==> config.mk <==
export PLATFORM = sky130hd
export DESIGN_NAME = flop_enable_reset
export DESIGN_NICKNAME = d
export VERILOG_FILES = /design/src/rtl/flop_enable_reset.sv
export SDC_FILE = /design/constraint.sdc
export NUM_CORES = 1
export LEC_CHECK = 0
export BUFFER_PORTS_ARGS = -buffer_cell sky130_fd_sc_hd__clkbuf_2
export CORE_MARGIN = 3
export CORE_UTILIZATION = 43
export CTS_BUF_LIST = sky130_fd_sc_hd__clkbuf_16
export CTS_CLUSTER_DIAMETER = 80
export DETAILED_ROUTE_END_ITERATION = 7
export PLACE_DENSITY = 0.8
export REMOVE_ABC_BUFFERS = 1
export SLEW_MARGIN = 20
export SYNTH_ARGS = -nofsm -noshare
export SYNTH_HDL_FRONTEND = slang
export SYNTH_SLANG_ARGS = --single-unit
==> constraint.sdc <==
create_clock -name clock -period 1.7 [get_ports clock]
set_input_delay 0.34 -clock clock [delete_from_list [all_inputs] [get_ports clock]]
set_output_delay 0.34 -clock clock [all_outputs]
set_load 0.02 [all_outputs]
==> src/rtl/flop_enable_reset.sv <==
// Enabled, synchronously reset register, built from a 2:1 mux that recirculates q
// and a plain reset flop. The companion modules are usable on their own.

// Plain register with synchronous active-high clear.
module flop_reset #(
  parameter int unsigned WIDTH = 16
) (
  input  logic             clock,
  input  logic             reset,
  input  logic [WIDTH-1:0] d,
  output logic [WIDTH-1:0] q
);

  // Reset takes priority; otherwise capture d on every rising edge.
  always_ff @(posedge clock) begin
    if (reset) begin
      q <= '0;
    end else begin
      q <= d;
    end
  end

endmodule

// Purely combinational 2:1 select, bit for bit, no storage.
module mux2 #(
  parameter int unsigned WIDTH = 16
) (
  input  logic [WIDTH-1:0] d0,
  input  logic [WIDTH-1:0] d1,
  input  logic             s,
  output logic [WIDTH-1:0] y
);

  // Select d1 when s is high, d0 otherwise.
  always_comb begin
    y = d0;
    if (s) begin
      y = d1;
    end
  end

endmodule

// Register that loads d only while enable is high; reset wins over enable.
module flop_enable_reset #(
  parameter int unsigned WIDTH = 16
) (
  input  logic             clock,
  input  logic             reset,
  input  logic             enable,
  input  logic [WIDTH-1:0] d,
  output logic [WIDTH-1:0] q
);

  logic [WIDTH-1:0] d_next;

  // Hold is implemented by feeding q back when enable is low.
  mux2 #(
    .WIDTH(WIDTH)
  ) u_sel (
    .d0(q),
    .d1(d),
    .s (enable),
    .y (d_next)
  );

  flop_reset #(
    .WIDTH(WIDTH)
  ) u_reg (
    .clock(clock),
    .reset(reset),
    .d    (d_next),
    .q    (q)
  );

endmodule

Word-level counts from Yosys, hierarchy flattened --
Index checks and enable logic that the tools add are counted.
Storage, ports and cells: register bits 16, input bits 19

Longest topological paths before layout --
Gate-level depths: netlist (run 1).
depth in word-level cells 0, depth in mapped cells 4, depth with buffers taken out 2

Modules after synthesis --
From an unflattened synthesis (run 1), not the netlist that was laid out.
Second synthesis, totals: cells, all modules 51, area, all modules 713.2 um2
Modules (own cells, without submodules):
- flop_reset | times used 1, cells an instance 33, area an instance 464.2 um2, seq. area each 320.3 um2
- mux2 | times used 1, cells an instance 18, area an instance 249.0 um2, seq. area each 0.0 um2

Worst setup path before layout (run 1) --
OpenSTA, ideal clock, no wires.
kind input -> register, start in enable, end reg u_reg.q[10], arrival time 0.805 ns, setup slack 0.778 ns, stages 4, cells stage by stage buf_6 > buf_12 > mux2i_1 > nor2_1
RTL lines:
- start: declaration | RTL line 51 | input logic enable,
- end signal: assignment | RTL line 17 | q <= '0;
- end signal: assignment | RTL line 19 | q <= d;
- end: declaration | RTL line 11 | output logic [WIDTH-1:0] q

Worst setup path after layout (run 1) --
start reg u_reg.q[12], end out q[12]
RTL lines:
- end: declaration | RTL line 53 | output logic [WIDTH-1:0] q
No word-level cell between the ends.

==> summary.txt, run 1 <==
Max Slew Vio Count: 0
RSZ-0062 raised after global routing: no
Rows: 12
Final count of negative-setup-slack endpoints: 0
Combinational family with the most area after synthesis: multiplexers
First-pass GRT wire length: 2000 microns
Post-Syn Instances: 52
Simple-gate area share of the yosys netlist: 10.3%
Final Hold Viols: 0
VDD IR max: 934 uV
Root Buffer Master: clkbuf_16
Commonest cells after routing, fill and taps aside: clkbuf_2, mux2i_1, nor2_1, dfxtp_1, clkbuf_16
Die width: 42.7 microns
Period Utilization, post-route: 63.7%
Outcome: finished, final reports clean
Slew margin rel.: 67.0%
Clock Sinks: 16
Final worst slack: 617 ps
Final nets: 106
Leak pwr: 0.000439 uW
Max reg flops: 16
Pwr dens: 1200 nW/um^2
Count of cell types in the netlist: 7
Crit Path Class: reg -> out
Critical Path Source: u_reg.q[12]$_SDFFE_PP0P_
Gp weighted congestion: 0.662
Critical-path top delay cell: dfxtp_1
Startpoint types: register
Post-Syn Area per Cell: 11.2 sq um
Sequential fraction of the synthesis area: 55.2%
Starting Density: 48.9%
Total CTS buffers: 3
Flops & latches, synth: 16
Total wire length: 1120 microns
Diode count: 0
Req. time, crit path: 1360 ps
Pre-CTS WS: 506 ps
I/O pin count: 35
Fraction of the mapped netlist area in adder cells: 0%
Initial antenna violation count: 0
Worst stage delay on the critical path: 330 ps
I/O Buffers: 34
Clock latency on the worst-skew pair: 240 ps
Hold WS: 340 ps
Congestion Overflow GR: 0
Vias per inst: 4.67
H-tree lvl count: 1
Cts repair resizes: 0
Top flop regs: u_reg.q: 16 flops
Worst Path Arrival: 740 ps
Filler cells: 95
Vias in the first global route: 476
Clk buf depth: 2
Yosys warns: 0
Compound-Gate Fraction of Synth Area: 0%
Cell family with most CP delay: flip-flops
Tot Pwr: 964 uW
Crit-path max FO: 2
Tightest Pin Transition: 495 ps
Placed insts: 96
Largest net degree at the start of global routing: 17
CTS tree: yes
Fmax achieved: 0.923 GHz
Setup TNS: 0 ps
Die height: 42.7 microns
Core ar.: 1190 sq um
Hold path start: d[1]
Crit. End Element: output pin
DRT antenna net count: 0
DRC viols: 0
Most common cell after layout, fill and taps aside: clkbuf_2
Setup bufs post-CTS: 0
Routed WL per cell: 11.3 microns
Area of the die: 1830 sq um
Reg2Reg Depth: 2
Reg2reg start: u_reg.q[9]$_SDFFE_PP0P_
Synth Area in XOR/XNOR: 0%
Worst clock skew: 0 ps
Hold/Removal Path Class: in -> reg
Critical Path Stages: 1
Share of cells above drive strength 1: 43.5%
Cts hold-fix bufs: 0
Post-synthesis mux area share: 27.6%
Iteration count of the initial detailed-routing pass: 2
Worst Hold Path Cells: 3
Final min period: 1080 ps
WP buf/inv: 1
Largest reg by FF count: u_reg.q
Clock-pin slew on the worst setup and hold paths: 50 ps
Crit path cell chain: clkbuf_2
Max-cap viol count: 0
Cell area after synthesis: 581 sq um
Fin cells: 99
All-Layer GR Usage: 14.8%
Iter 0 DRT Violations: 1
Via count: 462
Area Growth Syn to Fin: 38.4%
per-stage QoR:
step / area, sq um / utilization (%)
3_3_place_gp: 728 / 61.4
2_1_floorplan: 541 / -
4_1_cts: 803 / 67.7
6_report: 803 / 67.7
5_1_grt: 803 / 67.7
3_5_place_dp: 728 / 61.4
Yosys cell counts:
| cell | n | share of area [%] |
|---|---|---|
| dfxtp_1 | 16 | 55 |
| mux2i_1 | 16 | 28 |
| nor2_1 | 16 | 10 |
| buf_1 | 1 | 0.65 |
| buf_12 | 1 | 3.4 |
| buf_2 | 1 | 0.86 |
| buf_6 | 1 | 1.9 |
area by class of cell:
cell class	count	area [sq um]	area share (%)
clock buffers	3	75.1	9.35
flip-flops and latches	16	320	39.9
well taps	14	17.5	2.18
multi-input cells	32	220	27.4
repair buffers	34	170	21.2
routing by layer:
layer / track usage [%] / vias up / share of wire (%)
li1: - / 236 / -
met1: 15.3 / 202 / 43
met2: 24.0 / 22 / 46
met3: 6.78 / 2 / 9.9
met4: 9.32 / 0 / 1.2
met5: 0 / - / 0
cell families (layout without fill, tap and decap cells):
logic type	Yosys count	count (layout)
multiplexers	16	16
AND/OR/NAND/NOR	16	16
buffers and inverters	4	37
flip-flops	16	16
path summary, 6_finish.rpt:
kind | end | slack, ps
max | q[12] | 620
min reg2reg | u_reg.q[1]$_SDFFE_PP0P_ | 490
min | u_reg.q[1]$_SDFFE_PP0P_ | 340
max reg2reg | u_reg.q[9]$_SDFFE_PP0P_ | 1090
power by group:
part / switching (uW) / leakage (uW) / total, uW / internal, uW
Combinational: 66.3 / 0.000270 / 117 / 50.6
Sequential: 10.6 / 0.000132 / 409 / 399
Clock: 130 / 0.0000370 / 437 / 307
Note: power is estimated with default switching activity, not from simulation.
==> run 2: changes to the inputs <==
- CORE_UTILIZATION: 43 -> 36
- PLACE_DENSITY: 0.8 -> 0.71
- clock period: 1.7 -> 0.95 ns (I/O delays scaled with it)
==> run 2 against run 1 <==
Net effect: wire length shrank 0.90%; worst hold slack lost 160 ps; clock skew is the same; power rose by 83%; sequential share of layout area shrank 3.1 points; cell area is 8.4% higher; largest power group unchanged; critical path type unchanged; cell count up 4.0%; critical path depth unchanged; worst setup slack worse by 590 ps.
==> summary.txt, run 2 (synthesis results as in run 1) <==
RSZ-0062 raised after global routing: no
Initial antenna violation count: 0 (unchanged)
Max Slew Vio Count: 0 (unchanged)
Area of the die: 2130 sq um (+17%)
Max-cap viol count: 0 (unchanged)
Worst stage delay on the critical path: 320 ps (about the same)
Cts hold-fix bufs: 0 (unchanged)
Pwr dens: 2030 nW/um^2 (+69%)
Fin cells: 103 (+4.0%)
Starting Density: 41.5% (-7.4 points)
Slew margin rel.: 79.1% (+12 points)
Startpoint types: register
Clock Sinks: 16 (unchanged)
Core ar.: 1400 sq um (+18%)
Hold/Removal Path Class: in -> reg
DRC viols: 0 (unchanged)
H-tree lvl count: 1 (unchanged)
Rows: 13 (+1)
Congestion Overflow GR: 0 (unchanged)
Vias per inst: 4.63 (-0.76%)
Final nets: 108 (+1.9%)
Met3 GRT Util: 7.03% (+0.25 points)
DRT antenna net count: 0 (unchanged)
Max reg flops: 16 (unchanged)
Fmax achieved: 1.09 GHz
Req. time, crit path: 760 ps (-600 ps)
Clock latency on the worst-skew pair: 240 ps (about the same)
Die width: 46.2 microns (+8.0%)
Crit. End Element: output pin
Pre-CTS WS: 86.0 ps (-420 ps)
Outcome: finished, final reports clean
Tightest Pin Transition: 314 ps (-182 ps)
Gp weighted congestion: 0.744 (+12%)
CTS tree: yes
Period Utilization, post-route: 97.0%
Grt met1 use: 14.9% (-0.43 points)
Largest reg by FF count: u_reg.q
Crit path cell chain: clkbuf_2
Worst clock skew: 0 ps (unchanged)
Cell family with most CP delay: flip-flops
Total wire length: 1110 microns (-0.90%)
Iter 0 DRT Violations: 3 (+2)
Register area: 320 sq um (unchanged)
Final count of negative-setup-slack endpoints: 0 (unchanged)
Routed WL per cell: 10.7 microns (-4.7%)
Placed insts: 99 (+3.1%)
Worst Path Arrival: 730 ps (about the same)
Clk buf depth: 2 (unchanged)
Layer with the highest usage: met2
Area Growth Syn to Fin: 50.0%
Area occupied by multi-input gates: 220 sq um (unchanged)
Final Hold Viols: 0 (unchanged)
Total CTS buffers: 3 (unchanged)
Largest net degree at the start of global routing: 17 (unchanged)
Most common cell after layout, fill and taps aside: clkbuf_2
Via count: 477 (+3.2%)
Final min period: 922 ps
Filler cells: 127 (+34%)
WP buf/inv: 1 (unchanged)
Met2 GRT Util: 19.5% (-4.4 points)
Commonest cells after routing, fill and taps aside: clkbuf_2, mux2i_1, nor2_1, dfxtp_1, buf_4
Clock-pin slew on the worst setup and hold paths: 50 ps (about the same)
Diode count: 0 (unchanged)
Critical-path top delay cell: dfxtp_1
Tot Pwr: 1770 uW (+83%)
Top flop regs: u_reg.q: 16 flops
Root Buffer Master: clkbuf_16
First-pass GRT wire length: 1900 microns (-5.2%)
Utilization after layout: 62.3% (-5.5 points)
Hpwl dp: 891 microns
All-Layer GR Usage: 12.4% (-2.5 points)
I/O Buffers: 34 (unchanged)
VDD IR max: 1430 uV (+53%)
Iteration count of the initial detailed-routing pass: 2 (unchanged)
Die height: 46.2 microns (+8.0%)
Vias in the first global route: 458 (-3.8%)
Share of cells above drive strength 1: 44.3% (+0.79 points)
I/O pin count: 35 (unchanged)
Final worst slack: 28.4 ps (-588 ps)
Crit-path max FO: 2 (unchanged)
Setup TNS: 0 ps (unchanged)
Leak pwr: 0.000468 uW (+6.6%)
Crit Path Class: reg -> out
[run 2: per-stage QoR]
| step | hold slack, ps | cell area [sq um] |
|---|---|---|
| after floorplan | 262 | 541 |
| after global placement | 426 | 769 |
| after detailed placement | 435 | 769 |
| after CTS | 180 | 848 |
| after global routing | 202 | 871 |
| final | 183 | 871 |
[run 2: report_power, final]
part | internal (uW) | switching [uW] | leakage [uW] | total [uW]
Clock | 556 | 236 | 0.0000385 | 792
Sequential | 714 | 19.3 | 0.000132 | 733
Combinational | 119 | 121 | 0.000297 | 241
[run 2: path summary, 6_finish.rpt]
| check | from | end | cells after the start | slack, ps |
|---|---|---|---|---|
| worst min register to register | u_reg.q[12]$_SDFFE_PP0P_ | u_reg.q[12]$_SDFFE_PP0P_ | 2 | 490 |
| worst min-delay path | d[4] | u_reg.q[4]$_SDFFE_PP0P_ | 3 | 180 |
| worst max-delay path | u_reg.q[7]$_SDFFE_PP0P_ | q[7] | 1 | 30 |
| worst max register to register | u_reg.q[10]$_SDFFE_PP0P_ | u_reg.q[10]$_SDFFE_PP0P_ | 2 | 330 |
[run 2: area by class of cell]
type                            count  share of cell area (%)
Timing Repair Buffer               36                    26.7
Multi-Input combinational cell     32                    25.3
Tap cell                           15                    2.16
Clock inverter                      1                   0.431
Sequential cell                    16                    36.8
Clock buffer                        3                    8.62
[run 2: routing by layer]
| metal | vias up | routed length, microns |
|---|---|---|
| met4 | 0 | 0 |
| met2 | 24 | 505 |
| met1 | 207 | 446 |
| met3 | 0 | 155 |
| met5 | - | 0 |
| li1 | 246 | - |
[run 2: what timing repair did]
item | CTS | global route
endpoints found under the setup margin | 0 | 12
gates resized for setup | 0 | 21
buffers inserted | 0 | 0
